--- config.mk ---
export PLATFORM = sky130hd
export DESIGN_NAME = bitwise_pipe
export DESIGN_NICKNAME = d
export VERILOG_FILES = /design/src/rtl/bitwise_pkg.sv /design/src/rtl/bitwise_pipe_stage.sv /design/src/rtl/bitwise_pipe.sv
export SDC_FILE = /design/constraint.sdc
export NUM_CORES = 1
export LEC_CHECK = 0
export ABC_AREA = 1
export BUFFER_PORTS_ARGS = -buffer_cell sky130_fd_sc_hd__buf_2
export CAP_MARGIN = 20
export CELL_PAD_IN_SITES_DETAIL_PLACEMENT = 0
export CELL_PAD_IN_SITES_GLOBAL_PLACEMENT = 2
export CORE_UTILIZATION = 34
export DETAILED_ROUTE_END_ITERATION = 16
export PLACE_DENSITY_LB_ADDON = 0.12
export SYNTH_ARGS = -nofsm -noshare
export SYNTH_HDL_FRONTEND = slang
export SYNTH_SLANG_ARGS = --single-unit
--- constraint.sdc ---
create_clock -name clk -period 1.9 [get_ports clk]
set_input_delay 0.095 -clock clk [delete_from_list [all_inputs] [get_ports clk]]
set_output_delay 0.095 -clock clk [all_outputs]
set_load 0.02 [all_outputs]
--- src/rtl/bitwise_pkg.sv ---
// bitwise_pkg: shared op encoding and the combinational op decode used by
// bitwise_pipe and its reference model.
//   OP_W      : width of the op select
//   OP_*      : op codes
//   MAX_W     : widest supported data path
//   bw_op()   : bitwise result for a given op, operands zero-extended to MAX_W
package bitwise_pkg;

   localparam int OP_W  = 3;
   localparam int MAX_W = 64;

   localparam logic [OP_W-1:0] OP_NOT  = 3'd0;
   localparam logic [OP_W-1:0] OP_AND  = 3'd1;
   localparam logic [OP_W-1:0] OP_OR   = 3'd2;
   localparam logic [OP_W-1:0] OP_XOR  = 3'd3;
   localparam logic [OP_W-1:0] OP_NAND = 3'd4;
   localparam logic [OP_W-1:0] OP_NOR  = 3'd5;
   localparam logic [OP_W-1:0] OP_XNOR = 3'd6;
   localparam logic [OP_W-1:0] OP_PASS = 3'd7;

   // Callers truncate the result back to their own width; upper bits of
   // inverting ops are junk for narrow operands and must be discarded.
   function automatic logic [MAX_W-1:0] bw_op(input logic [OP_W-1:0]  op,
                                              input logic [MAX_W-1:0] a,
                                              input logic [MAX_W-1:0] b);
      logic [MAX_W-1:0] r;
      case (op)
         OP_NOT:  r = ~a;
         OP_AND:  r = a & b;
         OP_OR:   r = a | b;
         OP_XOR:  r = a ^ b;
         OP_NAND: r = ~(a & b);
         OP_NOR:  r = ~(a | b);
         OP_XNOR: r = ~(a ^ b);
         default: r = a;          // OP_PASS
      endcase
      return r;
   endfunction

endpackage

--- src/rtl/bitwise_pipe_stage.sv ---
// bitwise_stage: one elastic register slot (valid + data) of the pipe.
//   clk, rst_n       : clock, async active-low reset
//   i_valid, i_data  : upstream offer
//   o_ready          : this slot can take the upstream offer this cycle
//   o_valid, o_data  : registered slot contents
//   i_ready          : downstream takes o_data this cycle
module bitwise_stage
   import bitwise_pkg::*;
#(
   parameter int WIDTH = 16
) (
   input  logic             clk,
   input  logic             rst_n,
   input  logic             i_valid,
   input  logic [WIDTH-1:0] i_data,
   output logic             o_ready,
   output logic             o_valid,
   output logic [WIDTH-1:0] o_data,
   input  logic             i_ready
);

   logic             r_valid;
   logic [WIDTH-1:0] r_data;

   // Ready when empty or when the current occupant leaves this cycle.
   assign o_ready = !r_valid || i_ready;
   assign o_valid = r_valid;
   assign o_data  = r_data;

   always_ff @(posedge clk or negedge rst_n) begin
      if (!rst_n) begin
         r_valid <= 1'b0;
         r_data  <= '0;
      end else if (o_ready) begin
         r_valid <= i_valid;
         // Data only loads with a real item so the output holds its last
         // value once the pipe drains.
         if (i_valid) r_data <= i_data;
      end
   end

endmodule

--- src/rtl/bitwise_pipe.sv ---
// bitwise_pipe: bitwise ALU followed by a STAGES-deep elastic register pipe.
//   clk, rst_n              : clock, async active-low reset
//   in_valid/in_ready       : input handshake for a, b, op
//   out_valid/out_ready/out : output handshake, out driven from last stage
//   busy                    : any stage holds an item
//   txn_count               : wrapping count of output handshakes
module bitwise_pipe
   import bitwise_pkg::*;
#(
   parameter int WIDTH  = 16,
   parameter int STAGES = 2
) (
   input  logic             clk,
   input  logic             rst_n,
   input  logic             in_valid,
   output logic             in_ready,
   input  logic [WIDTH-1:0] a,
   input  logic [WIDTH-1:0] b,
   input  logic [OP_W-1:0]  op,
   output logic             out_valid,
   input  logic             out_ready,
   output logic [WIDTH-1:0] out,
   output logic             busy,
   output logic [15:0]      txn_count
);

   // Index 0 is the combinational ALU result, index k the output of stage k.
   logic [STAGES:0]            w_valid;
   logic [STAGES:0][WIDTH-1:0] w_data;
   logic [15:0]                r_txn_count;

   assign w_valid[0] = in_valid;
   assign w_data[0]  = WIDTH'(bw_op(op, MAX_W'(a), MAX_W'(b)));

   // The ready chain lives in per-stage signals so each link is its own net
   // rather than bits of one vector feeding each other.
   for (genvar k = 1; k <= STAGES; k++) begin : g_stage
      logic w_up_ready;
      logic w_dn_ready;

      if (k == STAGES) begin : g_last
         assign w_dn_ready = out_ready;
      end else begin : g_mid
         assign w_dn_ready = g_stage[k+1].w_up_ready;
      end

      bitwise_stage #(.WIDTH(WIDTH)) u_stage (
         .clk     (clk),
         .rst_n   (rst_n),
         .i_valid (w_valid[k-1]),
         .i_data  (w_data[k-1]),
         .o_ready (w_up_ready),
         .o_valid (w_valid[k]),
         .o_data  (w_data[k]),
         .i_ready (w_dn_ready)
      );
   end

   assign in_ready  = g_stage[1].w_up_ready;
   assign out_valid = w_valid[STAGES];
   assign out       = w_data[STAGES];
   assign busy      = |w_valid[STAGES:1];
   assign txn_count = r_txn_count;

   always_ff @(posedge clk or negedge rst_n) begin
      if (!rst_n)                      r_txn_count <= '0;
      else if (out_valid && out_ready) r_txn_count <= r_txn_count + 16'd1;
   end

endmodule

==> impl_metrics.env <==
export IMPL_r2r_cells=3
export IMPL_cts_path_max_buffers=2
export IMPL_vias=3527
export IMPL_yosysUniqueCellTypes=28
export IMPL_max_cap_violations=0
export IMPL_row_count=39
export IMPL_syn_inst=542
export IMPL_final_util_pct=40.1
export IMPL_yosysTopAreaCellShare_pct=31.6
export IMPL_yosysSeqAreaShare_pct=31.6
export IMPL_placed_cell_area_um2=4390
export IMPL_synth_top_family_by_area="simple AND/OR/NAND/NOR gates"
export IMPL_antenna_found_initial=0
export IMPL_min_period_ns=1.44
export IMPL_critPathKind="reg -> reg"
export IMPL_die_area_um2=12100
export IMPL_clk_latency_ns=0.28
export IMPL_path_max_fanout=17
export IMPL_initial_utilization_pct=34.8
export IMPL_hold_start="out_ready"
export IMPL_min_period_over_period_pct=76.0
export IMPL_overflow=0
export IMPL_io_buffers=73
export IMPL_clock_sinks=50
export IMPL_holdPathStages=3
export IMPL_cts_clk_slew_worst_paths_ns=0.07
export IMPL_ys_seq_elements=50
export IMPL_synth_xor_area_share_pct=2.43
export IMPL_tightest_slew_ns=0.616
export IMPL_startpoint="g_stage[2].u_stage.o_valid"
export IMPL_yosysWarnings=0
export IMPL_viasPerCell=4.69
export IMPL_cp_end_kind="flop"
export IMPL_setup_viol=0
export IMPL_drt_iter0_drc=152
export IMPL_place_congestion=0.710
export IMPL_synth_compound_area_share_pct=4.17
export IMPL_rrSetupSlack_ns=0.46
export IMPL_nets=680
export IMPL_cts_root_buffer="clkbuf_16"
export IMPL_cts_buffers=5
export IMPL_fp_coreArea_um2=11400
export IMPL_synth_adder_area_share_pct=10.4
export IMPL_yosysTopAreaCell="dfrtp_1"
export IMPL_fp_dieH_um=110
export IMPL_grt_max_degree=40
export IMPL_wl_per_cell_um=13.1
export IMPL_drt_wl_total_um=9880
export IMPL_ant_nets=0
export IMPL_finalHoldViolCount=0
export IMPL_whs_endpoint="txn_count[2]"
export IMPL_grt_pass1_vias=3153
export IMPL_max_freq_mhz=693
export IMPL_relSlewSlack_pct=58.9
export IMPL_min_delay_path_class="in -> reg"
export IMPL_yosys_top_cells_area="dfrtp_1 (32%), nand2_1 (13%), ha_1 (10%), inv_1 (8.1%), nand3_1 (5.4%)"
export IMPL_timing_final_max_slew_violations=0
export IMPL_power_density_nw_per_um2=817
export IMPL_vdd_drop_max_uv=646
export IMPL_ctsHtreeMaxLevel=2
export IMPL_dpl_hpwl_um=7130
export IMPL_cp_data_required_time_ns=2.07
export IMPL_fin_setup_tns_ns=0
export IMPL_grt_pass1_wl_um=15700
export IMPL_synth_area_um2=3960
export IMPL_critPathArrivalTime_ns=1.61
export IMPL_reg2reg_from="g_stage[2].u_stage.o_valid"
export IMPL_drive_above_1_share_pct=22.5
export IMPL_syn_num_nets=614
export IMPL_rsz0062_at_grt="no"
export IMPL_syn_area_per_cell_um2=7.31
export IMPL_synth_simple_area_share_pct=33.6
export IMPL_status="complete, no violations"
export IMPL_leakagePower_uw=0.00256
export IMPL_fp_dieW_um=110
export IMPL_start_kind="flop"
export IMPL_drt_pass1_iter_count=4
export IMPL_synthMuxAreaShare_pct=4.83
export IMPL_stdcell_area_um2=4560
export IMPL_antenna_cells=0
export IMPL_regToRegEndpoint="g_stage[2].u_stage.o_data[15]"
export IMPL_pin_count=74
export IMPL_area_growth_pct=15.0
export IMPL_drc=0
export IMPL_cts_tree="done"
export IMPL_track_usage_pct=17.0
export IMPL_fin_skew_ns=0.00757
[cells in the mapped netlist (all sizes together)]
master / n
nand2: 143
inv: 88
nor2: 71
nand3: 53
dfrtp: 50
ha: 33
a21oi: 28
buf: 21
mux2: 17
nand4: 14
xnor2: 8
o21ai: 5
nand3b: 4
xor2: 3
nor3: 2
clkbuf: 1
or2: 1
[worst max-delay path: stages (launching register included)]
cell	delay [ns]
dfrtp_1	0.46
nand2_1	0.13
nand2_2	0.36
mux2_2	0.38
[metrics by stage]
step	cells	power, uW	hold WS [ns]	setup slack [ns]
2_1_floorplan	542	2410	-0.201	0.418
3_5_place_dp	743	2860	0.153	0.457
3_3_place_gp	743	2850	0.148	0.483
4_1_cts	752	3780	0.124	0.455
6_report	752	3720	0.125	0.457
5_1_grt	752	4010	0.133	0.290
[sequential cells by signal, indices dropped and copies added (netlist names)]
register and flops:
txn_count 16, g_stage.u_stage.o_valid 2, g_stage.u_stage.o_data 32
[cells in the final DEF, fill, tap and decap left out, drive strengths merged]
master	instances
nor2	71
a21oi	28
nor3	2
nand3	53
nand4	14
or2	1
dfrtp	50
mux2	17
ha	33
inv	88
xnor2	8
nand2	143
xor2	3
nand3b	4
dlygate4sd3	1
clkinv	1
clkinvlp	1
clkbuf	6
buf	80
o21ai	5
[timing repair]
| item | in CTS | in global routing |
|---|---|---|
| setup buffers | 0 | 0 |
| hold buffers | 1 | 0 |
| endpoints found under the hold margin | 26 | 0 |
| gates resized for setup | 0 | 0 |
| setup endpoints to repair | 0 | 0 |
[metal layers]
| layer | track usage (%) | share of wire, % | wire, um |
|---|---|---|---|
| met1 | 23.8 | 49 | 4880 |
| met2 | 28.2 | 46 | 4560 |
| met3 | 1.90 | 3.9 | 381 |
| met4 | 2.86 | 0.62 | 61 |
| met5 | 0 | 0 | 0 |
[cell families after synthesis]
| group | after synthesis |
|---|---|
| mux | 17 |
| flops | 50 |
| buf+inv | 110 |
| compound gates | 33 |
| simple gates | 288 |
| xor+xnor | 11 |
| fa+ha+maj | 33 |
[report_power, final]
part           total [uW]  internal [uW]  switching (uW)  leakage, uW
registers            1530           1330             197     0.000614
clock network         897            521             376    0.0000729
logic                1300            508             788      0.00188
[area by class of cell]
cell class	count	area [um^2]
timing repair buffer	81	440
tap	143	179
sequential	50	1250
inverter	88	338
clock inverter	2	12.5
clock buffer	6	139
fill	1214	6810
multi-input combinational	382	2200
[worst max-delay path by stage]
stage                                          to  cells after the start  slack [ns]
floorplan            g_stage[1].u_stage.o_data[3]                      6        0.42
global placement     g_stage[1].u_stage.o_data[2]                      6        0.48
detailed placement   g_stage[1].u_stage.o_data[2]                      6        0.46
CTS                 g_stage[2].u_stage.o_data[15]                      3        0.46
global route                        txn_count[15]                      7        0.29
finish              g_stage[2].u_stage.o_data[15]                      3        0.46
No activity file was read; power rests on OpenSTA's default activity.
